[src/rtl/relu_quant_maxpool_pkg.sv]
// Shared definitions for the ReLU / quantize / 2x2 max-pool layer stage.
// Holds accumulator and pixel widths, the pixel ceiling, lane typedefs and
// an unsigned max helper reused by later layer stages.
package relu_quant_maxpool_pkg;

   localparam int unsigned ACC_WIDTH = 32;
   localparam int unsigned PIX_WIDTH = 8;
   localparam int unsigned PIX_MAX   = 255;

   typedef logic signed [ACC_WIDTH-1:0] acc_t;
   typedef logic        [PIX_WIDTH-1:0] pix_t;

   // Unsigned value-only max; tie order is irrelevant.
   function automatic pix_t pix_max2(input pix_t a, input pix_t b);
      return (a > b) ? a : b;
   endfunction

endpackage

[src/rtl/relu_quant_maxpool_if.sv]
// Streaming bus between the convolution stage and the pooling stage.
// valid_in / pixel_vector_in : upstream beat (NUM_TREES signed accumulators)
// valid_out / pixel_vector_out: pooled pulse (NUM_TREES unsigned pixels)
interface relu_quant_maxpool_if
   import relu_quant_maxpool_pkg::*;
#(
   parameter int unsigned NUM_TREES = 2
) ();

   logic                           valid_in;
   logic [ACC_WIDTH*NUM_TREES-1:0] pixel_vector_in;
   logic                           valid_out;
   logic [PIX_WIDTH*NUM_TREES-1:0] pixel_vector_out;

   modport master (
      output valid_in,
      output pixel_vector_in,
      input  valid_out,
      input  pixel_vector_out
   );

   modport slave (
      input  valid_in,
      input  pixel_vector_in,
      output valid_out,
      output pixel_vector_out
   );

endinterface

[src/rtl/relu_quant_maxpool_relu_quant.sv]
// Per-lane ReLU plus arithmetic down-shift and saturation to one pixel.
// acc : signed accumulator in
// q_c : combinational unsigned pixel out
module relu_quant
   import relu_quant_maxpool_pkg::*;
#(
   parameter int unsigned SHIFT = 4
) (
   input  logic signed [ACC_WIDTH-1:0] acc,
   output logic        [PIX_WIDTH-1:0] q_c
);

   logic signed [ACC_WIDTH-1:0] shifted;

   // Negative clamps to zero; positive is scaled then saturated.
   always_comb begin
      shifted = acc >>> SHIFT;
      q_c     = '0;
      if (acc[ACC_WIDTH-1]) begin
         q_c = '0;
      end else if (shifted > $signed(ACC_WIDTH'(PIX_MAX))) begin
         q_c = PIX_WIDTH'(PIX_MAX);
      end else begin
         q_c = shifted[PIX_WIDTH-1:0];
      end
   end

endmodule

[src/rtl/relu_quant_maxpool.sv]
// ReLU + quantize each lane, then 2x2 max-pool over a raster stream.
// clock, reset : single clock, synchronous active-high reset
// bus (slave)  : valid_in/pixel_vector_in in, valid_out/pixel_vector_out out
// Output pulse appears two cycles after the beat closing a 2x2 window.
module relu_quant_maxpool
   import relu_quant_maxpool_pkg::*;
#(
   parameter int unsigned NUM_TREES = 2,
   parameter int unsigned ROW_WIDTH = 4,
   parameter int unsigned SHIFT     = 4
) (
   input  logic          clock,
   input  logic          reset,
   relu_quant_maxpool_if.slave bus
);

   localparam int unsigned COL_W = (ROW_WIDTH > 1) ? $clog2(ROW_WIDTH) : 1;
   localparam int unsigned HALF  = ROW_WIDTH / 2;
   localparam int unsigned LB_AW = (HALF > 1) ? $clog2(HALF) : 1;

   typedef logic [NUM_TREES-1:0][PIX_WIDTH-1:0] lanes_t;

   lanes_t             q_c;
   logic [COL_W-1:0]   col;
   logic               row_odd;
   logic               s1_valid;
   lanes_t             s1_q;
   logic [COL_W-1:0]   s1_col;
   logic               s1_row_odd;
   lanes_t             hold;
   lanes_t             linebuf [HALF];
   lanes_t             h_c;
   lanes_t             pool_c;
   logic [LB_AW-1:0]   lb_idx_c;
   logic               valid_out_r;
   lanes_t             pix_out_r;

   // One quantizer per lane.
   for (genvar t = 0; t < NUM_TREES; t++) begin : g_lane
      relu_quant #(.SHIFT(SHIFT)) u_relu_quant (
         .acc (bus.pixel_vector_in[ACC_WIDTH*t +: ACC_WIDTH]),
         .q_c (q_c[t])
      );
   end

   // Stage 1: capture quantized beat with its column/row position.
   always_ff @(posedge clock) begin
      if (reset) begin
         col        <= '0;
         row_odd    <= 1'b0;
         s1_valid   <= 1'b0;
         s1_q       <= '0;
         s1_col     <= '0;
         s1_row_odd <= 1'b0;
      end else begin
         s1_valid <= bus.valid_in;
         if (bus.valid_in) begin
            s1_q       <= q_c;
            s1_col     <= col;
            s1_row_odd <= row_odd;
            if (col == COL_W'(ROW_WIDTH - 1)) begin
               col     <= '0;
               row_odd <= ~row_odd;
            end else begin
               col <= col + COL_W'(1);
            end
         end
      end
   end

   // Horizontal pair max and vertical max against the stored even row.
   always_comb begin
      lb_idx_c = LB_AW'(s1_col >> 1);
      h_c      = '0;
      pool_c   = '0;
      for (int t = 0; t < int'(NUM_TREES); t++) begin
         h_c[t]    = pix_max2(hold[t], s1_q[t]);
         pool_c[t] = pix_max2(linebuf[lb_idx_c][t], h_c[t]);
      end
   end

   // Stage 2: horizontal hold and pooled output register.
   always_ff @(posedge clock) begin
      if (reset) begin
         hold        <= '0;
         valid_out_r <= 1'b0;
         pix_out_r   <= '0;
      end else begin
         valid_out_r <= 1'b0;
         if (s1_valid) begin
            if (!s1_col[0]) begin
               hold <= s1_q;
            end else if (s1_row_odd) begin
               valid_out_r <= 1'b1;
               pix_out_r   <= pool_c;
            end
         end
      end
   end

   // Line buffer: every entry is written on an even row before it is read.
   always_ff @(posedge clock) begin
      if (!reset && s1_valid && s1_col[0] && !s1_row_odd) begin
         linebuf[lb_idx_c] <= h_c;
      end
   end

   assign bus.valid_out        = valid_out_r;
   assign bus.pixel_vector_out = pix_out_r;

endmodule

[src/flat_wrapper.sv]
// flat-port wrapper written by rule: the top's interface ports become plain ports
module relu_quant_maxpool_flat import relu_quant_maxpool_pkg::*;
#(
   parameter int unsigned NUM_TREES = 2,
   parameter int unsigned ROW_WIDTH = 4,
   parameter int unsigned SHIFT     = 4
)
  (clock, reset, bus_valid_in, bus_pixel_vector_in, bus_valid_out, bus_pixel_vector_out);
  relu_quant_maxpool_if #(.NUM_TREES(NUM_TREES)) bus_i ();
  input  logic clock;
  input  logic reset;
  input wire logic [$bits(bus_i.valid_in)-1:0] bus_valid_in;
  input wire logic [$bits(bus_i.pixel_vector_in)-1:0] bus_pixel_vector_in;
  output wire logic [$bits(bus_i.valid_out)-1:0] bus_valid_out;
  output wire logic [$bits(bus_i.pixel_vector_out)-1:0] bus_pixel_vector_out;
  assign bus_i.valid_in = bus_valid_in;
  assign bus_i.pixel_vector_in = bus_pixel_vector_in;
  assign bus_valid_out = bus_i.valid_out;
  assign bus_pixel_vector_out = bus_i.pixel_vector_out;
  relu_quant_maxpool #(.NUM_TREES(NUM_TREES), .ROW_WIDTH(ROW_WIDTH), .SHIFT(SHIFT)) u_core (.clock(clock), .reset(reset), .bus(bus_i));
endmodule
[config.mk]
export PLATFORM = sky130hd
export DESIGN_NAME = relu_quant_maxpool_flat
export DESIGN_NICKNAME = d
export VERILOG_FILES = /design/src/rtl/relu_quant_maxpool_pkg.sv /design/src/rtl/relu_quant_maxpool_if.sv /design/src/rtl/relu_quant_maxpool_relu_quant.sv /design/src/rtl/relu_quant_maxpool.sv /design/src/flat_wrapper.sv
export SDC_FILE = /design/constraint.sdc
export NUM_CORES = 1
export LEC_CHECK = 0
export ABC_AREA = 1
export BUFFER_PORTS_ARGS = -buffer_cell sky130_fd_sc_hd__clkbuf_2
export CAP_MARGIN = 5
export CORE_ASPECT_RATIO = 1.5
export CORE_MARGIN = 1
export CORE_UTILIZATION = 32
export DETAILED_ROUTE_END_ITERATION = 6
export HOLD_SLACK_MARGIN = 0.15
export PLACE_DENSITY = 0.6
export SYNTH_ARGS = -nofsm -noshare
export SYNTH_HDL_FRONTEND = slang
export SYNTH_SLANG_ARGS = --single-unit
[constraint.sdc]
create_clock -name clock -period 7 [get_ports clock]
set_input_delay 1.05 -clock clock [delete_from_list [all_inputs] [get_ports clock]]
set_output_delay 1.05 -clock clock [all_outputs]
set_load 0.02 [all_outputs]
# Yosys cells after proc, flatten, opt, wreduce, memory -nomap -nowiden
# Memories as Yosys holds them, arrays and structs flattened. A register that Yosys moved wholly into a read port is not among the register bits.
# Index checks and enable logic that the tools add are counted.
totals:
  register_bits: 56
  latchBits: 0
  mem_bits_rw: 32
  mem_bits_ro: 0
  in_bits: 67
  out_inout_bits: 17
  elab_cells: 47
  n_memories: 1
op_classes:
  add_sub_neg: 1
  multipliers: 0
  div_mod_pow: 0
  order_cmp: 6
  n_eq_ne: 1
  shifts: 0
  n_mux: 14
  bitwise_logic: 3
  reduce_logical: 9
mem_list:
  columns: ["memory", "words", "width", "rd", "rd_ports_with_merged_regs", "wr", "line_no", "text"]
  rows:
  - ["u_core.linebuf", 2, 16, 1, 1, 1, "relu_quant_maxpool.sv:31", "lanes_t linebuf [HALF];"]
ops:
  columns: ["op", "count"]
  rows:
  - ["$mux W8", 8]
  - ["$gt A28 B9 Y1 const B", 2]
  - ["$gt A8 B8 Y1", 4]
  - ["$mux W1", 5]
  - ["$reduce_and A2 Y1", 2]
  - ["$logic_and A1 B1 Y1", 3]
  - ["$not A1 Y1", 3]
  - ["$reduce_and A3 Y1", 1]
  - ["$reduce_or A3 Y1", 1]
  - ["$add A2 B1 Y2 const B", 1]
  - ["$eq A2 B2 Y1 const B", 1]
  - ["$logic_not A1 Y1", 2]
  - ["$mux W2", 1]

# Longest topological paths before layout
logic_depth:
  depth_word: 6
  depth_mapped: 25

# Cells and area by module
# Synthesis repeated with hierarchy kept, for this count alone.
hier_totals:
  hier_cells: 634
  hier_area_um2: 4967.3
modules_own_cells:
  columns: ["mod", "n_inst", "cells_each", "area_each_um2", "seq_area_each_um2"]
  rows:
  - ["relu_quant_maxpool", 1, 564, 4677.0, 2102.0]
  - ["relu_quant", 2, 35, 145.1, 0.0]

# Worst setup path after synthesis
# Ideal clock, no wire load.
synth_timing:
  path_kind: "reg-to-reg"
  startpoint: "register u_core.s1_q[15] in the netlist's numbering"
  endpoint: "register u_core.pix_out_r (netlist bit u_core.bus.pixel_vector_out[14])"
  setup_time_ns: 0.131
  arrival_ns: 2.422
  t_required_ns: 6.869
  slack_ns: 4.447
  stages_incl_launch_ff: 21
  n_path_buf: 0
  period_less_slack_ns: 2.553
  path_cell_list: "dfxtp_1 -> inv_1 -> ha_1 -> a21o_1 -> nor2_2 -> nand2_4 -> nand2_4 -> nand2_2 -> nand2_1 -> inv_1 -> ha_1 -> nand2_1 -> nand2_1 -> nand2_1 -> nand2_1 -> nand2_1 -> nand2_2 -> nand2_4 -> nand3_2 -> nand2_1 -> a21oi_2"
synth_lines:
  columns: ["item", "line_no", "text"]
  rows:
  - ["start: declaration", "relu_quant_maxpool.sv:27", "lanes_t s1_q;"]
  - ["start signal: assignment", "relu_quant_maxpool.sv:58", "s1_q <= q_c;"]
  - ["end signal: assignment", "relu_quant_maxpool.sv:95", "pix_out_r <= pool_c;"]
  - ["end: declaration", "relu_quant_maxpool.sv:36", "lanes_t pix_out_r;"]

==> metrics.txt <==
Final period util=0.419; syn nets=~730; Yosys cell types=30; initial antenna violation count=0; clock sinks=89; total global routing track utilization=0.132; Clock Latency Late Sink=approximately 0.34 ns; Ys Warns=0; power share of the clock group=0.417; Routed Wire Length=between 10000 and 15000 um; synthesized cell area=around 5000 um2; DRC=0; vias in the first global route=~3900; crit path launch type=flip-flop; Multi-input gate area=around 2500 um2; Internal=roughly 1.0 mW; core area=~15000 um2; share of cells above drive strength 1=0.228; Worst Path Max Fanout=9; Switch Pwr=about 0.37 mW; Root Driver=clkbuf_16; required time at the worst-slack endpoint=approximately 7 ns; Die ar.=16300 um2; max-slew violations=0; fin crit period=2.93 ns; Fmax achieved=341 MHz; # H-tree levels=3; sequential fraction of design power=0.408; ANT nets after route=0; Slew HR=0.325; fin cells=roughly 900; Max Cap Viol=0; final core utilization=0.391; number of antenna diodes=0; sw frac=0.262; Top Metal Used=met4; die span in x=around 100 um; initial core utilization=0.331; Critical Path AT=around 3.1 ns; met3 routed WL=between 300 and 400 um; reg2reg path depth=20; first-pass GRT wire length=roughly 17000 um; Worst Setup Path Type=flip-flop to flip-flop; Final TNS setup=0 ns; maximum ir drop on the vdd rail=about 0.11 mV; post-layout power=between 1 and 1.5 mW; Final HPWL DP=~7600 um; Reg2Reg Launch Point=u_core.s1_q[7]; DRT iter0 DRCs=between 100 and 150; Final Hold Fails=0; Post-synth EDFFs=32; Worst Skew=between 0.007 and 0.008 ns; IO Count=84; Final Net Count=roughly 800; FILL cells=roughly 1600; Seq cells post-synth=between 80 and 90; synthesized area per cell=just over 8 um2; Hold Path Sink=u_core.s1_row_odd; Routed met2 length=slightly below 5000 um; total gr overflow=0; Hold Crit Start=u_core.row_odd; endpoint class of the critical path=flip-flop; Synth Flop Type=dfxtp_1; Comb power frac=0.175; WL/cell=about 11 um; drt pass-1 iters=4; Post-synth ARST share=0; placed insts=just under 900; CTS tree=built; RSZ-0062 raised after global routing=false; Worst-path clk slew=roughly 0.06 ns; register-to-register path setup slack=approximately 4.1 ns; Reg-to-Reg End=u_core.bus.pixel_vector_out[5]; worst min-delay path class=flip-flop to flip-flop; Vias/cell=between 4 and 5; Post-Synthesis Cells=between 600 and 700; Chip Height=156 um; endpoints failing setup=0; P per Cell Area=around 230 nW/um2; Area growth syn-to-layout=18.3%; vias post-DR=about 4100; post-CTS resize count=0; M1 wire length=between 4000 and 5000 um; crit path launch=u_core.s1_q[7]; num rows=55; Leak=~2.7 nW; Worst Tran Pin Value=1.01 ns; GPL Wtd Cong=0.760; largest net degree at the start of global routing=just under 60; register area share after synthesis=0.416; CTS Buffer Depth=2; Reg area=~2100 um2; # port buffers=75; number of CTS-inserted buffers=9; hold path depth=2; status=finished clean; CTS Hold Bufs=0; Post-CTS Setup Inserts=0
==> logic make-up (layout without fill, tap and decap cells) <==
family,count (synthesis),after routing,synth area share
and+or+nand+nor,293,293,0.296
AOI/OAI and AO/OA,83,83,0.105
buffers and inverters,128,203,0.0973
DFF,89,89,0.416
adders and majority gates,33,33,0.0817
muxes,2,2,0.00396
==> critical path: stages (launching register included) <==
cell	delay [ns]
dfxtp_1	0.37
inv_1	0.07
ha_1	0.30
nand2_2	0.08
nor2_4	0.14
nand4_4	0.18
nand2_4	0.20
nand2_2	0.07
nand2_1	0.12
inv_1	0.06
ha_1	0.34
nand2_1	0.08
nand2_1	0.04
nand2_1	0.05
nand2_1	0.05
nand2_1	0.07
nand2_2	0.15
nand2_4	0.16
nand3_1	0.12
nand2_1	0.09
a21oi_2	0.05
==> Yosys cell counts (15+ instances only) <==
library cell / n / share of area
dfxtp_1: 57 / 0.23
a21oi_2: 16 / 0.028
nand4_1: 16 / 0.020
nor2_1: 32 / 0.024
a211oi_1: 18 / 0.027
nand2_1: 148 / 0.11
inv_1: 109 / 0.081
a21oi_1: 30 / 0.030
o21ai_0: 15 / 0.015
nand2_2: 20 / 0.025
ha_1: 33 / 0.082
edfxtp_1: 32 / 0.19
nand3_1: 40 / 0.040
==> state kept, by name (all words and copies together), names as in the netlist, named ones only <==
| name | flops |
|---|---|
| u_core.hold | 16 |
| u_core.row_odd | 1 |
| u_core.bus.valid_out | 1 |
| u_core.bus.pixel_vector_out | 16 |
| u_core.col | 2 |
| u_core.s1_valid | 1 |
| u_core.s1_row_odd | 1 |
| u_core.linebuf | 32 |
| u_core.s1_col | 2 |
| u_core.s1_q | 16 |
==> area by class of cell <==
cell class / instances / area share
Clock buffer: 11 / 0.0389
Clock inverter: 5 / 0.0213
Inverter: 110 / 0.0690
Multi-Input combinational cell: 411 / 0.412
Sequential cell: 89 / 0.351
Tap cell: 199 / 0.0416
Timing Repair Buffer: 77 / 0.0653
==> through the flow <==
| step | setup slack [ns] | cell area [um2] | hold slack (ns) |
|---|---|---|---|
| 2_1_floorplan | 4.45 | 5050 | 0.446 |
| 3_5_place_dp | 4.01 | 5620 | 0.468 |
| 4_1_cts | 4.03 | 5980 | 0.477 |
| 3_3_place_gp | 4.05 | 5620 | 0.461 |
| 6_report | 4.07 | 5980 | 0.474 |
| 5_1_grt | 3.75 | 5980 | 0.494 |
==> power groups by stage <==
stage          combinational [mW]  sequential (mW)  clock, mW
5_1_grt                     0.278            0.572      0.614
6_report                    0.244            0.570      0.582
3_5_place_dp                0.246            0.581          0
2_1_floorplan               0.191            0.575          0
3_3_place_gp                0.243            0.581          0
4_1_cts                     0.248            0.570      0.595
==> worst max-delay path by stage <==
stage | slack [ns] | to
after global routing | 3.75 | u_core.bus.pixel_vector_out[4]
after detailed placement | 4.01 | u_core.linebuf[1][11]
after global placement | 4.05 | u_core.linebuf[1][1]
final | 4.07 | u_core.bus.pixel_vector_out[5]
after CTS | 4.03 | u_core.bus.pixel_vector_out[4]
after floorplan | 4.45 | u_core.bus.pixel_vector_out[14]
==> cell usage in the layout, fill, tap and decap left out, types with 2 or more instances in the layout <==
cell       count
a211oi_1      18
a21o_1         2
a21oi_1       30
a21oi_2       16
and2_0         2
buf_4          2
bufinv_16      4
clkbuf_1       2
clkbuf_16      9
clkbuf_2      75
dfxtp_1       57
edfxtp_1      32
ha_1          33
inv_1        109
mux2i_1        2
nand2_1      148
nand2_2       20
nand2_4        6
nand3_1       40
nand3_2        9
nand4_1       16
nand4_4        4
nor2_1        30
nor2_2         6
nor2_4         3
nor4_1         4
nor4_2         4
o21a_1         2
o21ai_0       15
==> routing by layer <==
metal | global-route usage | vias up
met5 | 0 | -
met4 | 0.0604 | 0
met3 | 0.0192 | 14
met2 | 0.240 | 86
met1 | 0.152 | 1772
li1 | - | 2194
Power figures use the tool's default switching activity.
